`src/rtl/ahb_lite_master_adapter.sv`:
```
// ahb_lite_master_adapter
//   AHB-Lite initiator fed by a valid/ready request port. Each accepted request
//   becomes one SINGLE transfer; address and data phases are pipelined so one
//   transfer per cycle is possible. Responses return in request order.
//
// Ports
//   HCLK, HRESET          clock, asynchronous active-high reset
//   req_valid/req_ready   request handshake (req_ready is combinational)
//   req_addr/write/size   request address, direction, HSIZE encoding
//   req_nonsec/req_wdata  security attribute, lane-aligned write data
//   rsp_valid/err/rdata   registered one-cycle response pulse, no backpressure
//   HADDR..HWDATA         AHB-Lite manager outputs (HBURST tied SINGLE)
//   HRDATA/HREADY/HRESP   AHB-Lite manager inputs
module ahb_lite_master_adapter #(
  parameter int unsigned ADDR_WIDTH = 32,
  parameter int unsigned DATA_WIDTH = 32,
  parameter int unsigned BYTE_COUNT = DATA_WIDTH / 8,
  parameter logic        SEC_TRANS  = 1'b0
) (
  input  logic                  HCLK,
  input  logic                  HRESET,
  input  logic                  req_valid,
  output logic                  req_ready,
  input  logic [ADDR_WIDTH-1:0] req_addr,
  input  logic                  req_write,
  input  logic [2:0]            req_size,
  input  logic                  req_nonsec,
  input  logic [DATA_WIDTH-1:0] req_wdata,
  output logic                  rsp_valid,
  output logic                  rsp_err,
  output logic [DATA_WIDTH-1:0] rsp_rdata,
  output logic [ADDR_WIDTH-1:0] HADDR,
  output logic [1:0]            HTRANS,
  output logic                  HWRITE,
  output logic [2:0]            HSIZE,
  output logic [2:0]            HBURST,
  output logic                  HNONSEC,
  output logic [DATA_WIDTH-1:0] HWDATA,
  input  logic [DATA_WIDTH-1:0] HRDATA,
  input  logic                  HREADY,
  input  logic                  HRESP
);

  localparam int unsigned SIZE_MAX  = $clog2(BYTE_COUNT);
  localparam logic [1:0]  TR_IDLE   = 2'b00;
  localparam logic [1:0]  TR_NONSEQ = 2'b10;

  // Elaboration-time guard on the bus width.
  if (DATA_WIDTH < 8 || DATA_WIDTH > 1024 || (DATA_WIDTH & (DATA_WIDTH - 1)) != 0) begin : g_bad_width
    $fatal(1, "ahb_lite_master_adapter: DATA_WIDTH must be a power of two in 8..1024");
  end

  // Address slot A
  logic                  r_a_vld;
  logic                  r_a_tok;
  logic                  r_a_write;
  logic [DATA_WIDTH-1:0] r_a_wdata;
  logic [ADDR_WIDTH-1:0] r_haddr;
  logic [1:0]            r_htrans;
  logic                  r_hwrite;
  logic [2:0]            r_hsize;
  logic                  r_hnonsec;
  // Data slot D
  logic                  r_d_vld;
  logic                  r_d_tok;
  logic                  r_d_write;
  logic [DATA_WIDTH-1:0] r_hwdata;
  // Response
  logic                  r_rsp_valid;
  logic                  r_rsp_err;
  logic [DATA_WIDTH-1:0] r_rsp_rdata;

  logic                  w_accept;
  logic                  w_reject;
  logic                  w_complete;
  logic [ADDR_WIDTH-1:0] w_align_mask;

  // Request rejected locally: size wider than the bus or address not size-aligned.
  assign w_align_mask = (ADDR_WIDTH'(1) << req_size) - ADDR_WIDTH'(1);
  assign w_reject     = (32'(req_size) > SIZE_MAX) || ((req_addr & w_align_mask) != '0);

  assign req_ready  = !HRESET && (!r_a_vld || HREADY);
  assign w_accept   = req_valid && req_ready;
  assign w_complete = HREADY && r_d_vld;

  // Slot A: reloads whenever it advances, or when empty during a wait state.
  // Error tokens occupy the slot but leave the bus IDLE and the address outputs untouched.
  always_ff @(posedge HCLK or posedge HRESET) begin
    if (HRESET) begin
      r_a_vld   <= 1'b0;
      r_a_tok   <= 1'b0;
      r_a_write <= 1'b0;
      r_a_wdata <= '0;
      r_haddr   <= '0;
      r_htrans  <= TR_IDLE;
      r_hwrite  <= 1'b0;
      r_hsize   <= 3'b000;
      r_hnonsec <= 1'b0;
    end else if (HREADY || !r_a_vld) begin
      if (w_accept) begin
        r_a_vld   <= 1'b1;
        r_a_tok   <= w_reject;
        r_a_write <= req_write;
        r_a_wdata <= req_wdata;
        r_htrans  <= w_reject ? TR_IDLE : TR_NONSEQ;
        if (!w_reject) begin
          r_haddr   <= req_addr;
          r_hwrite  <= req_write;
          r_hsize   <= req_size;
          r_hnonsec <= SEC_TRANS ? req_nonsec : 1'b0;
        end
      end else begin
        r_a_vld  <= 1'b0;
        r_a_tok  <= 1'b0;
        r_htrans <= TR_IDLE;
      end
    end
  end

  // Slot D: takes over slot A on every completing edge.
  always_ff @(posedge HCLK or posedge HRESET) begin
    if (HRESET) begin
      r_d_vld   <= 1'b0;
      r_d_tok   <= 1'b0;
      r_d_write <= 1'b0;
      r_hwdata  <= '0;
    end else if (HREADY) begin
      r_d_vld   <= r_a_vld;
      r_d_tok   <= r_a_tok;
      r_d_write <= r_a_write;
      if (r_a_vld && r_a_write && !r_a_tok) begin
        r_hwdata <= r_a_wdata;
      end
    end
  end

  // Response register: read data only surfaces for an OKAY bus read.
  always_ff @(posedge HCLK or posedge HRESET) begin
    if (HRESET) begin
      r_rsp_valid <= 1'b0;
      r_rsp_err   <= 1'b0;
      r_rsp_rdata <= '0;
    end else begin
      r_rsp_valid <= w_complete;
      if (w_complete) begin
        r_rsp_err   <= HRESP || r_d_tok;
        r_rsp_rdata <= (!r_d_write && !r_d_tok && !HRESP) ? HRDATA : '0;
      end else begin
        r_rsp_err   <= 1'b0;
        r_rsp_rdata <= '0;
      end
    end
  end

  assign HADDR     = r_haddr;
  assign HTRANS    = r_htrans;
  assign HWRITE    = r_hwrite;
  assign HSIZE     = r_hsize;
  assign HBURST    = 3'b000;
  assign HNONSEC   = r_hnonsec;
  assign HWDATA    = r_hwdata;
  assign rsp_valid = r_rsp_valid;
  assign rsp_err   = r_rsp_err;
  assign rsp_rdata = r_rsp_rdata;

endmodule

```
`config.mk`:
```
export PLATFORM = sky130hd
export DESIGN_NAME = ahb_lite_master_adapter
export DESIGN_NICKNAME = d
export VERILOG_FILES = /design/src/rtl/ahb_lite_master_adapter.sv
export SDC_FILE = /design/constraint.sdc
export NUM_CORES = 1
export LEC_CHECK = 0
export CORE_MARGIN = 3
export CORE_UTILIZATION = 35
export CTS_CLUSTER_SIZE = 12
export DETAILED_ROUTE_END_ITERATION = 16
export PLACE_DENSITY = 0.75
export RECOVER_POWER = 100
export SLEW_MARGIN = 20
export SYNTH_ARGS = -nofsm -noshare
export SYNTH_HDL_FRONTEND = slang
export SYNTH_SLANG_ARGS = --single-unit
```
`constraint.sdc`:
```
create_clock -name HCLK -period 5.21 [get_ports HCLK]
set_clock_uncertainty 0.1 [all_clocks]
set_input_delay 1.042 -clock HCLK [delete_from_list [all_inputs] [get_ports HCLK]]
set_output_delay 1.042 -clock HCLK [all_outputs]
set_load 0.02 [all_outputs]
```
==> reports/qor.txt, run 1 <==
status = finished with violations
failing checks = capacitance limit, slew limit
post-synthesis cell type count = 25
Die Span Y = 128.9 um
Num Clock Sinks = 141
via/cell ratio = 4.532
Root Buffer = clkbuf_16
Synth-to-Final Area Change = 53.06%
Mapped Area = 5289 um2
Total GRT Usage = 0.1465
Synth top area share = 0.6671
Reg area = 3528 um2
Hold Startpoint = HADDR[15]$_DFFE_PP0P_
first-pass GRT wire length = 18.89 mm
Fin. Hold Viols = 0
Min-Delay Path Class = reg2reg
leakage = 0.003671 uW
Routed WL = 11.69 mm
CTS tree = built
Cells after Synth = 321
critical path launch point type = input port
vias in the first global route = 3675
minimum clock period = 3920 ps
clock slew at reported path FFs = 60 ps
clk buf depth = 2
multi-input combinational cell area = 1530 um2
hold path cells = 1
# nets final = 644
Initial DRC Count = 54
number of routed nets with antenna violations = 0
Synth Area per Inst = 16.48 um2
setup TNS = 0 ps
Worst EP required = 5390 ps
setup repair bufs after CTS = 0
Max Fclk = 0.2551 GHz
ranking of synthesized cells by area = dfrtp_1, mux2_2, mux2_4
Reg2Reg Capture Point = r_a_wdata[13]$_DFFE_PP0P_
Least-Margin Pin Slew = 2393 ps
crit-path cells = dlygate4sd3_1, nor2b_1, nor3b_2, clkbuf_1, mux2_2
Overflow after GRT = 0
Detail Placement HPWL = 8.366 mm
RR Startpoint = r_a_vld$_DFFE_PP0N_
sequential area share after synthesis = 0.6671
Setup crit end kind = flip-flop
top-count cell post-synth = dfrtp_1
WHS Endpoint = HADDR[15]$_DFFE_PP0P_
RSZ-0062 raised after global routing = false
largest net degree at the start of global routing = 116
DRC viols = 0
YS warnings = 0
VDD IR max = 0.2134 mV
CTS hold repair buffers = 0
die width = 128.9 um
input/output buffers = 208
Slew headroom = -0.5989
FF+latch count, synth = 141
PD cells = 480.3 nW/um2
initial core utilization = 0.3612
Worst-Skew Late Latency = 410 ps
H-tree levels = 4
die area = 16620 um2
Async S/R FF share, synth = 1.000
Main synth FF type = dfrtp_1
critical path data arrival time = 4100 ps
Crit path largest cell delay = 1500 ps
total number of vias = 3331
crit-path max FO = 35
row cnt = 44
share of cells above drive strength 1 = 0.2036
Slew Viols, Final = 152
FF-to-FF path depth = 4
post-CTS sizing = 0
max cap viols = 2
kind of critical path = in2reg
fillers = 1214
Final setup viols = 0
TritonCTS Buffers = 17
RD Place Congestion = 0.7690
number of synthesized flops with an enable pin = 0
area leader, netlist = dfrtp_1
final core occ = 0.5528
# IOs = 215
core region area = 14640 um2
slack of the worst reg-to-reg path = 2160 ps
Final period util = 0.7524
Post-synth top cells = dfrtp_1, mux2_2, and2_1
WL/cell = 15.91 um
Pre-Repair DR Iteration Count = 4
initial antenna violation count = 1
CP max stage cell = clkbuf_1
[critical path, delay by kind of cell]
| family | cells | cell delay (ps) |
|---|---|---|
| buf+inv | 2 | 2150 |
| mux | 1 | 450 |
| simple gates | 2 | 440 |
[sequential cells by signal, indices dropped and copies added (netlist names), 3 cells and up]
signal / cells
HSIZE: 3
HADDR: 32
HWDATA: 32
rsp_rdata: 32
r_a_wdata: 32
[kinds of logic after synthesis]
logic type | count (synthesis) | synth area share
simple gates | 49 | 0.06080
flops | 141 | 0.6671
other cells | 1 | 0.0007090
buf+inv | 22 | 0.02460
fa+ha+maj | 1 | 0.002365
compound gates | 4 | 0.005205
mux | 103 | 0.2392
[final cells by class]
cell class	count	area share
sequential	141	0.4359
timing repair buffer	212	0.2595
multi-input combinational	162	0.1890
clock buffer	19	0.05595
clock inverter	13	0.02906
tap	184	0.02844
inverter	3	0.001855
antenna	1	0.0003091
[power breakdown]
group / switching (uW) / internal [uW] / total [uW]
clock: 460 / 927 / 1390
combinational: 492 / 529 / 1020
sequential: 121 / 1360 / 1480
[layout by cell type, fill, tap and decap left out, types with 4 or more instances in the layout]
cell type and n:
clkdlybuf4s50_1 101, and2_1 10, dlygate4sd3_1 107, bufinv_16 6, mux2_1 28, and2_0 23
nand2_1 4, dfrtp_1 141, mux2_2 75, clkbuf_16 17, conb_1 5
[per-stage QoR]
stage                     setup slack, ps  power [uW]  hold slack, ps  instance area, um2  cells
final                                1290        3888           384.5                8095    735
after global routing                925.7        4072           405.7                8095    735
after CTS                            1507        4094           391.6                8232    734
after detailed placement             1407        2684           377.5                7543    702
after global placement               1438        2652           361.3                7543    702
after floorplan                     286.8        2081           368.7                5304    325
[how the worst max path moves through the flow]
stage	startpoint	slack (ps)	endpoint
global route	HREADY	930	r_a_wdata[12]$_DFFE_PP0P_
global placement	req_size[2]	1440	HADDR[17]$_DFFE_PP0P_
floorplan	HRESET	290	HADDR[0]$_DFFE_PP0P_
finish	HREADY	1290	r_a_wdata[13]$_DFFE_PP0P_
CTS	HREADY	1510	req_ready
detailed placement	req_size[2]	1410	HADDR[9]$_DFFE_PP0P_
[metal layers]
layer	global-route usage	vias to the layer above	share of wire
met4	0.05127	0	0.011
met1	0.1694	1646	0.41
met5	0	-	0
li1	-	1524	-
met2	0.2402	152	0.49
met3	0.06808	9	0.095
(Power assumes the default switching activity.)
==> run 2, diff against run 1 <==
- PLACE_DENSITY: 0.75 -> 0.72
- clock period: 5.21 -> 3.7 ns (I/O delays scaled with it)
==> run 2 against run 1 <==
  * The flow still finishes with violations (capacitance limit, slew limit)
  * Largest power group unchanged
  * Largest cell class unchanged
  * Critical path depth down 1
  * Clock power up 22%
  * Register-to-register slack lost 810 ps
  * Die area is the same
==> reports/qor.txt, run 2 (synthesis results as in run 1) <==
Overflow after GRT = 0 (unchanged)
die area = 16620 um2 (unchanged)
Least-Margin Pin Slew = 1852 ps (was 2393 ps)
Routed WL = 11.44 mm (was 11.69 mm)
Cell Count, Final, Fillers Out = 738 (was 735)
most common cell after layout, fill and taps aside = dfrtp_1 (unchanged)
core region area = 14640 um2 (unchanged)
Max Fclk = 0.3079 GHz
total number of vias = 3364 (was 3331)
# IOs = 215 (unchanged)
hold_ws = 375.3 ps (was 384.5 ps)
Min-Delay Path Class = reg2reg (unchanged)
multi-input combinational cell area = 1533 um2 (was 1530 um2)
RD Place Congestion = 0.7189 (was 0.7690)
initial core utilization = 0.3612 (unchanged)
fillers = 1233 (was 1214)
n_diodes = 0 (was 1)
DRC viols = 0 (unchanged)
Num Clock Sinks = 141 (unchanged)
kind of critical path = in2out (was in2reg)
initial antenna violation count = 0 (was 1)
post-CTS sizing = 0 (unchanged)
CTS hold repair buffers = 0 (unchanged)
H-tree levels = 4 (unchanged)
# nets final = 649 (was 644)
share of cells above drive strength 1 = 0.2040 (was 0.2036)
Tot Pwr = 5221 uW (was 3888 uW)
Final period util = 0.8778
WL/cell = 15.50 um (was 15.91 um)
Initial DRC Count = 120 (was 54)
clock slew at reported path FFs = 60 ps (about the same)
max cap viols = 2 (unchanged)
Worst EP required = 2860 ps (was 5390 ps)
RSZ-0062 raised after global routing = false (unchanged)
placed instance count = 707 (was 702)
Root Buffer = clkbuf_16 (unchanged)
VDD IR max = 0.4151 mV (was 0.2134 mV)
Setup crit end kind = primary output (was flip-flop)
die width = 128.9 um (unchanged)
leakage = 0.003653 uW (was 0.003671 uW)
status = finished with violations (unchanged)
crit-path max FO = 6 (was 35)
setup repair bufs after CTS = 0 (unchanged)
most frequent cells in the layout = dfrtp_1, dlygate4sd3_1, clkdlybuf4s50_1 (unchanged)
CTS tree = built (unchanged)
Die Span Y = 128.9 um (unchanged)
largest net degree at the start of global routing = 78 (was 116)
minimum clock period = 3248 ps
Slew headroom = -0.2346 (was -0.5989)
critical path launch point type = input port (unchanged)
Slew Viols, Final = 143 (was 152)
Fin. Hold Viols = 0 (unchanged)
PD cells = 651.3 nW/um2 (was 480.3 nW/um2)
clk buf depth = 2 (unchanged)
critical path data arrival time = 2410 ps (was 4100 ps)
Final setup viols = 0 (unchanged)
TritonCTS Buffers = 17 (unchanged)
input/output buffers = 208 (unchanged)
number of routed nets with antenna violations = 0 (unchanged)
Total GRT Usage = 0.1460 (was 0.1465)
setup TNS = 0 ps (unchanged)
Detail Placement HPWL = 8.512 mm (was 8.366 mm)
vias in the first global route = 3567 (was 3675)
Worst-Skew Late Latency = 410 ps (about the same)
failing checks = capacitance limit, slew limit (unchanged)
Pre-Repair DR Iteration Count = 4 (unchanged)
via/cell ratio = 4.558 (was 4.532)
Reg area = 3528 um2 (unchanged)
final core occ = 0.5474 (was 0.5528)
first-pass GRT wire length = 18.70 mm (was 18.89 mm)
row cnt = 44 (unchanged)
Synth-to-Final Area Change = 51.57% (was 53.06%)
## run 2: cell count changes in the layout (fill, tap and decap cells not counted), sizes merged
cell    previous run  this run
buf                1         0
clkinv             4         5
bufinv             6         3
clkbuf            22        29
diode              1         0
## run 2: power breakdown
group | switching [uW] | internal, uW
logic | 693 | 748
registers | 172 | 1920
clock network | 621 | 1070
## run 2: worst max-delay path: stages
cell,delay (ps)
dlygate4sd3_1,630
nor2b_1,310
nor2_1,60
dlygate4sd3_1,670
## run 2: per-layer routing
metal	wire, um	GRT usage	share of wire
met1	4346	0.1686	0.38
met2	5817	0.2378	0.51
met3	1162	0.07306	0.10
met4	113	0.04694	0.0099
met5	0	0	0
## run 2: layout make-up
class,count,area share
Multi-Input combinational cell,162,0.1912
Timing Repair Buffer,217,0.2646
Clock buffer,20,0.05572
Clock inverter,11,0.01779
Inverter,3,0.001873
Tap cell,184,0.02872
Sequential cell,141,0.4401
## run 2: path summary, 6_finish.rpt
path | slack [ps] | start | end | cells after the start
min in group asynchronous | 1310 | HRESET | r_a_tok$_DFFE_PP0N_ | 3
max in group asynchronous | 950 | HRESET | rsp_rdata[25]$_DFF_PP0_ | 3
min | 380 | HTRANS[1]$_DFFE_PP0N_ | HTRANS[1]$_DFFE_PP0N_ | 2
max | 450 | HREADY | req_ready | 4
min reg2reg | 380 | HTRANS[1]$_DFFE_PP0N_ | HTRANS[1]$_DFFE_PP0N_ | 2
max reg2reg | 1350 | r_a_vld$_DFFE_PP0N_ | r_a_wdata[2]$_DFFE_PP0P_ | 4
## run 2: metrics by stage
step	area [um2]	setup slack [ps]
floorplan	5308	1097
global placement	7592	626.5
detailed placement	7592	603.7
CTS	8182	598.3
global route	8016	286.4
finish	8016	452.3
==> run 3, diff against run 2 <==
- ABC_CLOCK_PERIOD_IN_PS: default -> 3700
- SLEW_MARGIN: 20 -> default
==> results of run 3 <==
No change in the layout: final DEF, timing and power equal those of run 2.
